<file path="config.mk">
export PLATFORM = sky130hd
export DESIGN_NAME = cska_result_stage
export DESIGN_NICKNAME = d
export VERILOG_FILES = /design/src/rtl/cska_result_stage.sv
export SDC_FILE = /design/constraint.sdc
export NUM_CORES = 1
export LEC_CHECK = 0
export BUFFER_PORTS_ARGS = -buffer_cell sky130_fd_sc_hd__clkbuf_2
export CORE_MARGIN = 2
export CORE_UTILIZATION = 53
export CTS_CLUSTER_SIZE = 24
export DETAILED_ROUTE_END_ITERATION = 7
export GPL_TIMING_DRIVEN = 0
export PLACE_DENSITY = 0.92
export SETUP_SLACK_MARGIN = 0.15
export SLEW_MARGIN = 10
export SYNTH_ARGS = -nofsm -noshare
export SYNTH_HDL_FRONTEND = slang
export SYNTH_SLANG_ARGS = --single-unit
</file>
<file path="constraint.sdc">
create_clock -name clk -period 13.9 [get_ports clk]
set_clock_uncertainty 0.15 [all_clocks]
set_input_delay 2.78 -clock clk [delete_from_list [all_inputs] [get_ports clk]]
set_output_delay 2.78 -clock clk [all_outputs]
set_load 0.01 [all_outputs]
</file>
<file path="src/rtl/cska_result_stage.sv">
// Registered result stage for the 32-bit carry-skip adder: derives V/C/N/Z,
// queues {sum,flags} in a small FIFO and counts signed-overflow events.
//
// Ports: clk, rst_n (sync, active-low)
//   in_valid/in_ready  : upstream handshake for op_a, op_b, sum, cout
//   out_valid/out_ready: downstream handshake for out_sum, out_flags {V,C,N,Z}
//   level              : FIFO occupancy
//   ovf_count/clr_count: saturating V=1 push counter and its clear
module cska_result_stage #(
  parameter int WIDTH = 32,
  parameter int DEPTH = 2,
  parameter int CNT_W = 16
) (
  input  logic                     clk,
  input  logic                     rst_n,
  input  logic                     in_valid,
  output logic                     in_ready,
  input  logic [WIDTH-1:0]         op_a,
  input  logic [WIDTH-1:0]         op_b,
  input  logic [WIDTH-1:0]         sum,
  input  logic                     cout,
  output logic                     out_valid,
  input  logic                     out_ready,
  output logic [WIDTH-1:0]         out_sum,
  output logic [3:0]               out_flags,
  output logic [$clog2(DEPTH):0]   level,
  output logic [CNT_W-1:0]         ovf_count,
  input  logic                     clr_count
);

  localparam int PW = $clog2(DEPTH);
  localparam int LW = PW + 1;

  localparam logic [1:0] ST_EMPTY = 2'd0;
  localparam logic [1:0] ST_PART  = 2'd1;
  localparam logic [1:0] ST_FULL  = 2'd2;

  logic [WIDTH-1:0] sum_q [DEPTH];
  logic [3:0]       flg_q [DEPTH];
  logic [PW-1:0]    wr_q, rd_q;
  logic [LW-1:0]    lvl_q, lvl_d;
  logic [1:0]       st_q, st_d;
  logic [CNT_W-1:0] cnt_q, cnt_d;

  logic push, pop;
  logic f_v, f_c, f_n, f_z;
  logic [3:0] flags;

  // Overflow from sign bits only; the operands are never re-added.
  assign f_v   = (op_a[WIDTH-1] == op_b[WIDTH-1]) &
                 (sum[WIDTH-1] != op_a[WIDTH-1]);
  assign f_c   = cout;
  assign f_n   = sum[WIDTH-1];
  assign f_z   = (sum == '0);
  assign flags = {f_v, f_c, f_n, f_z};

  assign in_ready  = (lvl_q != LW'(DEPTH));
  assign out_valid = (st_q != ST_EMPTY);
  assign push      = in_valid & in_ready;
  assign pop       = out_valid & out_ready;

  assign out_sum   = sum_q[rd_q];
  assign out_flags = flg_q[rd_q];
  assign level     = lvl_q;
  assign ovf_count = cnt_q;

  always_comb begin
    lvl_d = lvl_q;
    unique case ({push, pop})
      2'b10:   lvl_d = lvl_q + LW'(1);
      2'b01:   lvl_d = lvl_q - LW'(1);
      default: lvl_d = lvl_q;
    endcase
  end

  always_comb begin
    st_d = st_q;
    unique case (st_q)
      ST_EMPTY: if (push) st_d = ST_PART;
      ST_PART: begin
        if (push && !pop && lvl_q == LW'(DEPTH - 1))
          st_d = ST_FULL;
        else if (pop && !push && lvl_q == LW'(1))
          st_d = ST_EMPTY;
      end
      ST_FULL:  if (pop) st_d = ST_PART;
      default:  st_d = ST_EMPTY;
    endcase
  end

  // Clear wins over a same-cycle increment; count sticks at all-ones.
  always_comb begin
    cnt_d = cnt_q;
    if (clr_count)
      cnt_d = '0;
    else if (push && f_v && !(&cnt_q))
      cnt_d = cnt_q + CNT_W'(1);
  end

  always_ff @(posedge clk) begin
    if (!rst_n) begin
      wr_q  <= '0;
      rd_q  <= '0;
      lvl_q <= '0;
      st_q  <= ST_EMPTY;
      cnt_q <= '0;
      for (int i = 0; i < DEPTH; i++) begin
        sum_q[i] <= '0;
        flg_q[i] <= '0;
      end
    end else begin
      lvl_q <= lvl_d;
      st_q  <= st_d;
      cnt_q <= cnt_d;
      if (push) begin
        sum_q[wr_q] <= sum;
        flg_q[wr_q] <= flags;
        wr_q        <= wr_q + PW'(1);
      end
      if (pop)
        rd_q <= rd_q + PW'(1);
    end
  end

endmodule
</file>
==> impl_metrics.py, run 1 <==
metrics = {
    "outcome": {
        "status": "finished clean",
    },
    "floorplan": {
        "rows": 33,
        "dieArea_um2": 8932,
        "die_width_um": 94.51,
        "core_area_um2": 8093,
        "die_h_um": 94.51,
        "io_pins": 158,
        "initial_core_util_pct": 53.65,
    },
    "synthesis": {
        "synth_xor_area_share_pct": 0.8069,
        "yosys_register_bits": 93,
        "synthMuxAreaShare_pct": 9.568,
        "synth_top_family_by_area": "simple AND/OR/NAND/NOR gates",
        "netlist_instances": 349,
        "ys_warn_count": 0,
        "ys_seq_area_share_pct": 59.02,
        "synth_nets": 454,
        "netlist_area_um2": 4342,
        "synth-simple-area-share_pct": 19.91,
        "synth_cell_types": 44,
        "synth_fa_ha_area_share_pct": 1.326,
        "avgSynthCellArea_um2": 12.44,
        "synth-compound-area-share_pct": 6.398,
    },
    "routing": {
        "num_vias": 3160,
        "wl_per_cell_um": 15.98,
        "route.met2.wl_um": 4500,
        "first_pass_iters": 4,
        "drc": 0,
        "wl_met1_um": 3742,
        "ant_nets": 0,
        "viasPerCell": 5.573,
        "drt-total-wl_um": 9061,
        "routed.top_layer": "met4",
        "drt_iter0_drc": 164,
        "dr_wl_met3_um": 688,
    },
    "cells_and_area": {
        "area_delta_synth_final_pct": 20.84,
        "diodes": 0,
        "seqCellArea_um2": 2562,
        "fillCellCount": 640,
        "postLayoutCellArea_um2": 5246,
        "final_util_pct": 64.83,
        "nNetsFinal": 562,
        "drive_gt1_share_pct": 34.85,
        "multi_input_area_um2": 1673,
    },
    "grt": {
        "grt_pass1_vias": 2970,
        "antenna_found_initial": 0,
        "grt_usage_pct": 20.61,
        "grt_pass1_wl_um": 14180,
        "grt_overflow": 0,
        "grt_max_degree": 24,
    },
    "power": {
        "swShare_pct": 27.01,
        "powerDensity_nw_per_um2": 135.0,
        "pwr-share-comb_pct": 22.6,
        "pwr-share-clk_pct": 27.8,
        "seqPwrFrac_pct": 49.5,
        "intPower_w": 0.0005170,
        "p_sw_w": 0.0001914,
        "p_leak_nw": 2.034,
        "ir_worst_vdd_v": 0.00009101,
    },
    "sta": {
        "hold_slack_ns": 0.3686,
        "final.period_utilization_pct": 35.76,
        "worst_pin_slew_ns": 1.107,
        "period_needed_ns": 4.970,
        "drv_slew": 0,
        "relSlewSlack_pct": 26.07,
        "rsz0062_at_grt": "false",
        "finalHoldViolations": 0,
        "fmax_mhz": 201.2,
        "finalWorstSetupSlack_ns": 8.930,
        "setup_viol": 0,
        "setup_tns_ns": 0,
    },
    "worst_setup_path": {
        "cpMostUsedCell": "clkbuf_1",
        "r2r-start": "level[0]$_SDFFE_PN0P_",
        "required_ns": 10.97,
        "critPathKind": "flop to output pin",
        "crit_path_cell_trace": "clkbuf_1 > clkbuf_1 > mux2_2 > clkbuf_2",
        "worst_setup_path_end_kind": "output pin",
        "critical_path.max_fanout": 10,
        "max_stage_delay_ns": 0.50,
        "start_kind": "flop",
        "worst_path_max_delay_cell": "clkbuf_1",
        "critPathArrivalTime_ns": 2.04,
    },
    "run": {
        "maxCapViolCount": 0,
    },
    "placed_design": {
        "io_buffer_count": 95,
        "dp_hpwl_um": 6574,
        "postPlaceCellArea_um2": 5026,
        "place.gp.congestion": 0.9118,
        "dp_slack_ns": 8.733,
    },
    "clock_network": {
        "clk_latency_ns": 0.35,
        "clkSinkCount": 93,
        "cts-resized-gates": 0,
        "cts_htree_levels": 3,
        "clockRootBuffer": "clkbuf_8",
        "cts.hold.buffers_added": 0,
        "cts.path.max_buffers": 2,
        "clkTransAtPathRegs_ns": 0.09,
        "cts_tree": "built",
        "cts_buffers": 9,
        "post-cts-setup-buffer-count": 0,
    },
    "hold_path": {
        "hold_class": "flop to flop",
        "min_from": "ovf_count[10]$_SDFFE_PP0P_",
    },
}
==> through the flow <==
| stage | power, W | std cells |
|---|---|---|
| 6_report | 0.0007084 | 567 |
| 5_1_grt | 0.0007441 | 567 |
| 4_1_cts | 0.0007155 | 567 |
| 3_5_place_dp | 0.0005198 | 551 |
| 3_3_place_gp | 0.0005090 | 549 |
| 2_1_floorplan | 0.0004552 | 349 |
==> synth_stat cells (all sizes together) <==
library cell	count	share of area, %
o31ai	10	1.7
ha	3	0.86
or4	11	1.9
nor2	6	0.52
and4	2	0.40
nand3	9	1.0
and2	71	10
nand2b	1	0.14
or3b	1	0.26
nor3b	1	0.17
edfxtp	70	48
nand4b	1	0.20
o211ai	2	0.35
a21oi	18	2.1
a2111o	1	0.26
mux2	36	9.3
nor2b	1	0.14
mux2i	1	0.23
nand4	9	1.3
clkbuf	14	1.7
or2b	1	0.20
dfxtp	23	11
inv	7	0.61
a21boi	1	0.17
or3	3	0.43
maj3	2	0.46
or2	1	0.14
a211o	1	0.20
nor3	1	0.12
xnor2	4	0.81
nor4	11	1.6
o21ai	9	1.0
buf	4	0.69
and3	2	0.29
nand2	7	0.61
nand3b	1	0.17
o41ai	1	0.20
a21o	1	0.20
a211oi	1	0.17
==> sequential cells by signal, indices dropped and copies added (netlist names), named ones only <==
name and flops:
rd_q 1, ovf_count 16, sum_q 62, wr_q 1, level 2, flg_q 8
st_q 2
==> cells by family (layout without fill, tap and decap cells) <==
family                   after synthesis  in the layout
AO/OA/AOI/OAI                         45             45
XOR/XNOR                               4              4
adder cells (fa/ha/maj)                5              5
buffers and inverters                 25            138
flip-flops                            93             93
multiplexers                          37             37
AND/OR/NAND/NOR                      140            140
==> worst max-delay path: cells and delay by family, from the launching register on <==
family                 cells  cell delay [ns]
buffers and inverters      3             0.98
DFF                        1             0.31
muxes                      1             0.41
==> per-layer routing <==
| layer | vias up | track usage, % |
|---|---|---|
| li1 | 1524 | - |
| met1 | 1497 | 25.93 |
| met2 | 127 | 35.60 |
| met3 | 12 | 5.666 |
| met4 | 0 | 4.710 |
| met5 | - | 0 |
==> layout by cell type (no fill, tap or decap), types with 9 or more instances in the layout <==
cell type,instances
nand3_1,9
clkbuf_8,11
o31ai_1,10
clkbuf_1,13
or4_1,11
nand4_1,9
clkbuf_2,95
nor4_1,11
and2_1,69
edfxtp_1,70
a21oi_1,18
mux2_2,36
dfxtp_1,23
==> layout make-up <==
type                    count  area share, %
inverters                   7         0.5008
well taps                 105          2.504
repair buffers             97          10.11
clock buffers              10          2.433
flip-flops and latches     93          48.84
clock inverters             6          1.765
multi-input cells         231          31.89
plain buffers              18          1.956
==> power groups by stage <==
stage          Combinational [W]  Sequential, W  Clock, W
2_1_floorplan          0.0000981       0.000357         0
3_3_place_gp            0.000151       0.000358         0
3_5_place_dp            0.000162       0.000358         0
4_1_cts                 0.000163       0.000351  0.000201
5_1_grt                 0.000176       0.000354  0.000214
6_report                0.000160       0.000351  0.000197
==> worst paths after layout <==
path	depth (start not counted)	slack, ns	to
worst min-delay path	2	0.37	ovf_count[10]$_SDFFE_PP0P_
worst max-delay path	4	8.93	out_sum[19]
worst max register to register	7	10.92	flg_q[0][1]$_SDFFCE_PN0P_
worst min register to register	2	0.37	ovf_count[10]$_SDFFE_PP0P_
Power figures use the tool's default switching activity.
==> run 2, diff against run 1 <==
--- a/config.mk
+++ b/config.mk
@@ -7,11 +7,11 @@
 export LEC_CHECK = 0
 export BUFFER_PORTS_ARGS = -buffer_cell sky130_fd_sc_hd__clkbuf_2
 export CORE_MARGIN = 2
-export CORE_UTILIZATION = 53
+export CORE_UTILIZATION = 45
 export CTS_CLUSTER_SIZE = 24
 export DETAILED_ROUTE_END_ITERATION = 7
 export GPL_TIMING_DRIVEN = 0
-export PLACE_DENSITY = 0.92
+export PLACE_DENSITY = 0.84
 export SETUP_SLACK_MARGIN = 0.15
 export SLEW_MARGIN = 10
 export SYNTH_ARGS = -nofsm -noshare
==> constraint.sdc (replaced) <==
create_clock -name clk -period 4.5 [get_ports clk]
set_clock_uncertainty 0.15 [all_clocks]
set_input_delay 0.9 -clock clk [delete_from_list [all_inputs] [get_ports clk]]
set_output_delay 0.9 -clock clk [all_outputs]
set_load 0.01 [all_outputs]
==> run 2 against run 1 <==
Sequential cell count stayed put. Design area is 0.38% higher. Power grew to 3.1 times the previous value. Non-clock buffer count stayed put. Clock power grew to 3.1 times the previous value. Largest cell class unchanged. Combinational power grew to 3.1 times the previous value.
==> impl_metrics.py, run 2 (synthesis gave the netlist of run 1 again) <==
metrics = {
    "routing": {
        "viasPerCell": 5.320,
        "num_vias": 3139,
        "first_pass_iters": 4,
        "ant_nets": 0,
        "wl_per_cell_um": 15.96,
        "drt-total-wl_um": 9419,
        "drc": 0,
        "drt_iter0_drc": 121,
    },
    "floorplan": {
        "rows": 35,
        "dieArea_um2": 10450,
        "io_pins": 158,
        "die_h_um": 102.2,
        "initial_core_util_pct": 46.77,
        "core_area_um2": 9284,
        "die_width_um": 102.2,
    },
    "clock_network": {
        "clkSinkCount": 93,
        "cts_buffers": 9,
        "post-cts-setup-buffer-count": 0,
        "clockRootBuffer": "clkbuf_8",
        "cts.path.max_buffers": 2,
        "cts-resized-gates": 0,
        "cts_tree": "built",
        "clkTransAtPathRegs_ns": 0.09,
        "clk_latency_ns": 0.35,
        "cts_htree_levels": 3,
        "cts.hold.buffers_added": 0,
    },
    "sta": {
        "setup_tns_ns": 0,
        "rsz0062_at_grt": "false",
        "drv_slew": 0,
        "period_needed_ns": 3.163,
        "fmax_mhz": 316.1,
        "worst_pin_slew_ns": 1.048,
        "finalHoldViolations": 0,
        "setup_viol": 0,
        "hold_slack_ns": 0.3688,
        "relSlewSlack_pct": 30.01,
        "final.period_utilization_pct": 70.30,
        "finalWorstSetupSlack_ns": 1.337,
    },
    "grt": {
        "grt_max_degree": 27,
        "grt_usage_pct": 18.25,
        "grt_overflow": 0,
        "grt_pass1_wl_um": 14590,
        "grt_pass1_vias": 3068,
        "antenna_found_initial": 0,
    },
    "cells_and_area": {
        "postLayoutCellArea_um2": 5266,
        "regMostFlops": "sum_q",
        "largest_register_ffs": 62,
        "mostFrequentLayoutCells": "clkbuf_2 (95), edfxtp_1 (70), and2_1 (69)",
        "final_common_cell": "clkbuf_2",
        "nNetsFinal": 562,
        "area_delta_synth_final_pct": 21.30,
        "instances_no_fill": 590,
        "drive_gt1_share_pct": 34.92,
        "diodes": 0,
    },
    "worst_setup_path": {
        "critPathArrivalTime_ns": 2.11,
        "critical_path.max_fanout": 10,
        "start_kind": "flop",
        "worst_setup_path_end_kind": "output pin",
        "critPathKind": "flop to output pin",
        "reg2reg_depth": 7,
        "required_ns": 3.45,
    },
    "placed_design": {
        "io_buffer_count": 95,
        "dpl.cell_count": 575,
        "place.gp.congestion": 0.8348,
        "postPlaceCellArea_um2": 5049,
        "dp_slack_ns": 1.199,
        "dp_hpwl_um": 6802,
    },
    "power": {
        "ir_worst_vdd_v": 0.0002021,
        "powerDensity_nw_per_um2": 416.3,
        "p_leak_nw": 2.034,
    },
    "hold_path": {
        "hold_path_depth": 2,
        "hold_class": "flop to flop",
    },
    "outcome": {
        "status": "finished clean",
    },
    "run": {
        "maxCapViolCount": 0,
    },
}
-- run 2: cell count changes in the layout (fill, tap and decap cells not counted) --
cell / change
clkbuf_1: -1
clkinvlp_4: -1
buf_16: -1
buf_12: +1
clkinv_4: +1
-- run 2: per-layer routing --
layer | vias to the layer above | GRT usage (%) | part of all wire, %
met5 | - | 0 | 0
met4 | 0 | 5.538 | 1.4
met3 | 15 | 3.967 | 6.3
met2 | 118 | 31.83 | 49
met1 | 1489 | 22.78 | 43
li1 | 1517 | - | -
-- run 2: final timing paths --
check / startpoint / end / slack [ns]
setup reg to reg: level[0]$_SDFFE_PN0P_ / sum_q[0][23]$_SDFFCE_PN0P_ / 1.61
hold reg to reg: ovf_count[10]$_SDFFE_PP0P_ / ovf_count[10]$_SDFFE_PP0P_ / 0.37
setup / recovery: flop / out_sum[26] / 1.34
hold / removal: ovf_count[10]$_SDFFE_PP0P_ / ovf_count[10]$_SDFFE_PP0P_ / 0.37
-- run 2: area by class of cell --
class / count / area, µm²
plain buffers: 18 / 102.6
clock buffers: 9 / 123.9
clock inverters: 6 / 93.84
fillers: 791 / 4018
inverters: 7 / 26.28
multi-input cells: 231 / 1673
flip-flops and latches: 93 / 2562
well taps: 129 / 161.4
repair buffers: 97 / 523.0
-- run 2: report_power, final --
group | switching [W] | internal (W) | leakage (nW)
Combinational | 0.000268 | 0.000231 | 1.00
Sequential | 0.0000363 | 0.00105 | 0.927
Clock | 0.000295 | 0.000315 | 0.106
Total | 0.000599 | 0.00159 | 2.03
-- run 2: worst max-delay path, stage by stage (launching register included) --
cell      delay (ns)
dfxtp_1         0.31
clkbuf_1        0.40
buf_1           0.51
mux2_2          0.41
clkbuf_2        0.13
-- run 2: through the flow --
step                      power, W  utilization, %
final                     0.002193           56.73
after global routing      0.002297           56.73
after CTS                 0.002216           56.73
after detailed placement  0.001611           54.38
after global placement    0.001574           53.63
after floorplan           0.001404               -
==> run 3, diff against run 2 <==
--- a/config.mk
+++ b/config.mk
@@ -5,13 +5,14 @@
 export SDC_FILE = /design/constraint.sdc
 export NUM_CORES = 1
 export LEC_CHECK = 0
+export ABC_AREA = 1
 export BUFFER_PORTS_ARGS = -buffer_cell sky130_fd_sc_hd__clkbuf_2
 export CORE_MARGIN = 2
-export CORE_UTILIZATION = 45
+export CORE_UTILIZATION = 50
 export CTS_CLUSTER_SIZE = 24
 export DETAILED_ROUTE_END_ITERATION = 7
 export GPL_TIMING_DRIVEN = 0
-export PLACE_DENSITY = 0.84
+export PLACE_DENSITY = 0.87
 export SETUP_SLACK_MARGIN = 0.15
 export SLEW_MARGIN = 10
 export SYNTH_ARGS = -nofsm -noshare
==> constraint.sdc (replaced) <==
create_clock -name clk -period 3.3 [get_ports clk]
set_clock_uncertainty 0.15 [all_clocks]
set_input_delay 0.66 -clock clk [delete_from_list [all_inputs] [get_ports clk]]
set_output_delay 0.66 -clock clk [all_outputs]
set_load 0.01 [all_outputs]
==> run 3 against run 2 <==
Count of clock-buffer cells in the layout unchanged. Sequential power grew 31%. Power grew 23%. Design area is 0.64% lower. Sequential share of layout area rose by 0.31 points. Critical path type unchanged. Largest cell class unchanged.
==> impl_metrics.py, run 3 <==
metrics = {
    "run": {
        "maxCapViolCount": 0,
    },
    "routing": {
        "ant_nets": 0,
        "num_vias": 3341,
        "wl_met1_um": 3816,
        "drt-total-wl_um": 9338,
        "routed.top_layer": "met4",
        "first_pass_iters": 4,
        "viasPerCell": 5.085,
        "drc": 0,
        "drt_iter0_drc": 150,
        "wl_per_cell_um": 14.21,
        "dr_wl_met3_um": 644,
        "route.met2.wl_um": 4750,
    },
    "placed_design": {
        "dp_hpwl_um": 6913,
        "io_buffer_count": 94,
        "place.gp.congestion": 0.8413,
    },
    "sta": {
        "final.period_utilization_pct": 80.74,
        "worst_pin_slew_ns": 0.5005,
        "drv_slew": 0,
        "rsz0062_at_grt": "false",
        "fmax_mhz": 375.3,
        "hold_slack_ns": 0.3095,
        "setup_viol": 0,
        "period_needed_ns": 2.664,
        "relSlewSlack_pct": 66.64,
        "finalHoldViolations": 0,
    },
    "clock_network": {
        "clk_latency_ns": 0.35,
        "post-cts-setup-buffer-count": 0,
        "cts_htree_levels": 3,
        "clockRootBuffer": "clkbuf_8",
        "cts.hold.buffers_added": 0,
        "cts_tree": "built",
        "cts.path.max_buffers": 2,
        "cts_buffers": 9,
        "cts-resized-gates": 0,
        "clkSinkCount": 93,
        "clkTransAtPathRegs_ns": 0.09,
    },
    "cells_and_area": {
        "diodes": 0,
        "final_common_cell": "nor2_1",
        "mostFrequentLayoutCells": "nor2_1 (97), clkbuf_2 (94), edfxtp_1 (70)",
        "drive_gt1_share_pct": 33.52,
        "largest_register_ffs": 62,
        "fillCellCount": 721,
        "nNetsFinal": 649,
        "final_util_pct": 60.59,
        "regMostFlops": "sum_q",
        "area_delta_synth_final_pct": 19.15,
    },
    "floorplan": {
        "die_h_um": 97.72,
        "initial_core_util_pct": 50.85,
        "die_width_um": 97.72,
        "rows": 34,
        "dieArea_um2": 9549,
        "core_area_um2": 8636,
        "io_pins": 158,
    },
    "grt": {
        "grt_pass1_wl_um": 15120,
        "antenna_found_initial": 0,
        "grt_overflow": 0,
        "grt_usage_pct": 20.01,
        "grt_pass1_vias": 3229,
        "grt_max_degree": 25,
    },
    "worst_setup_path": {
        "critical_path.max_fanout": 10,
        "critPathArrivalTime_ns": 1.85,
        "start_kind": "flop",
        "critPathKind": "flop to output pin",
        "r2r-start": "level[0]$_SDFFE_PN0P_",
        "worst_setup_path_end_kind": "output pin",
        "r2r_setup_slack_ns": 0.68,
        "required_ns": 2.49,
    },
    "synthesis": {
        "synthArstFlopShare_pct": 0,
        "synth_fa_ha_area_share_pct": 0.8547,
        "netlist.top_cell.by_area": "edfxtp_1",
        "synth-simple-area-share_pct": 19.60,
        "synth_cell_types": 27,
        "synth-compound-area-share_pct": 4.274,
        "netlist_instances": 437,
        "netlist_area_um2": 4392,
        "ys_warn_count": 0,
        "synth_ff_type": "edfxtp_1",
        "synthMuxAreaShare_pct": 8.974,
        "yosysMostFrequentCell": "nor2_1",
        "synth_edf_count": 70,
        "avgSynthCellArea_um2": 10.05,
        "synth_top_family_by_area": "simple AND/OR/NAND/NOR gates",
        "synth_nets": 542,
        "synth_top_area_share_pct": 47.86,
        "yosys_register_bits": 93,
        "ys_seq_area_share_pct": 58.35,
        "synth_xor_area_share_pct": 1.396,
        "yosys-top-cells-area": "edfxtp_1 (48%), dfxtp_1 (10%), mux2_2 (9.0%)",
        "synth_common_cells": "nor2_1 (97), edfxtp_1 (70), nand2_1 (68)",
    },
    "power": {
        "powerDensity_nw_per_um2": 515.9,
        "p_leak_nw": 2.252,
        "ir_worst_vdd_v": 0.0002907,
    },
    "hold_path": {
        "min_from": "rd_q$_SDFFE_PN0P_",
        "hold_class": "flop to flop",
    },
    "outcome": {
        "status": "finished clean",
    },
}
==> run 3: power breakdown <==
group | internal, W | leakage, nW | switching (W) | total, W
sequential | 0.00139 | 0.918 | 0.0000374 | 0.00142
clock | 0.000286 | 0.0873 | 0.000423 | 0.000709
combinational | 0.000235 | 1.25 | 0.000331 | 0.000566
total | 0.00191 | 2.25 | 0.000791 | 0.00270
==> run 3: per-stage QoR <==
step / area (µm²) / setup slack (ns) / std cells / total power [W] / TNS [ns]
floorplan: 4392 / 0.6824 / 437 / 0.001801 / 0
global placement: 4997 / -0.2004 / 639 / 0.001989 / -10.02
detailed placement: 5050 / 0.4349 / 641 / 0.002025 / 0
CTS: 5233 / 0.5932 / 657 / 0.002720 / 0
global route: 5233 / 0.3888 / 657 / 0.002832 / 0
finish: 5233 / 0.6357 / 657 / 0.002700 / 0
==> run 3: path summary, 6_finish.rpt <==
path / endpoint / depth (start not counted)
max: out_sum[30] / 4
min: rd_q$_SDFFE_PN0P_ / 1
max reg2reg: sum_q[0][27]$_SDFFCE_PN0P_ / 9
min reg2reg: rd_q$_SDFFE_PN0P_ / 1
==> run 3: critical path: stages, from the launching register on <==
cell and delay [ns]:
dfxtp_1 0.32, clkbuf_1 0.33, buf_2 0.34, mux2_2 0.39, clkbuf_2 0.13
==> run 3: area by class of cell <==
class                   instances  area (µm²)  share of cell area (%)
clock inverters                 7       58.81                   1.124
repair buffers                 96       518.0                   9.900
inverters                      52       200.2                   3.826
multi-input cells             277        1546                   29.56
flip-flops and latches         93        2562                   48.97
well taps                     108       135.1                   2.583
clock buffers                   9       123.9                   2.367
plain buffers                  15       87.58                   1.674
==> run 3: logic make-up after synthesis <==
group | Yosys count
simple gates | 203
flops | 93
buf+inv | 67
mux | 35
compound gates | 29
xor+xnor | 7
fa+ha+maj | 3
==> run 3: per-layer routing <==
layer,vias up,GRT usage (%)
li1,1645,-
met1,1554,24.35
met2,130,36.07
met3,12,4.532
met4,0,5.021
met5,-,0
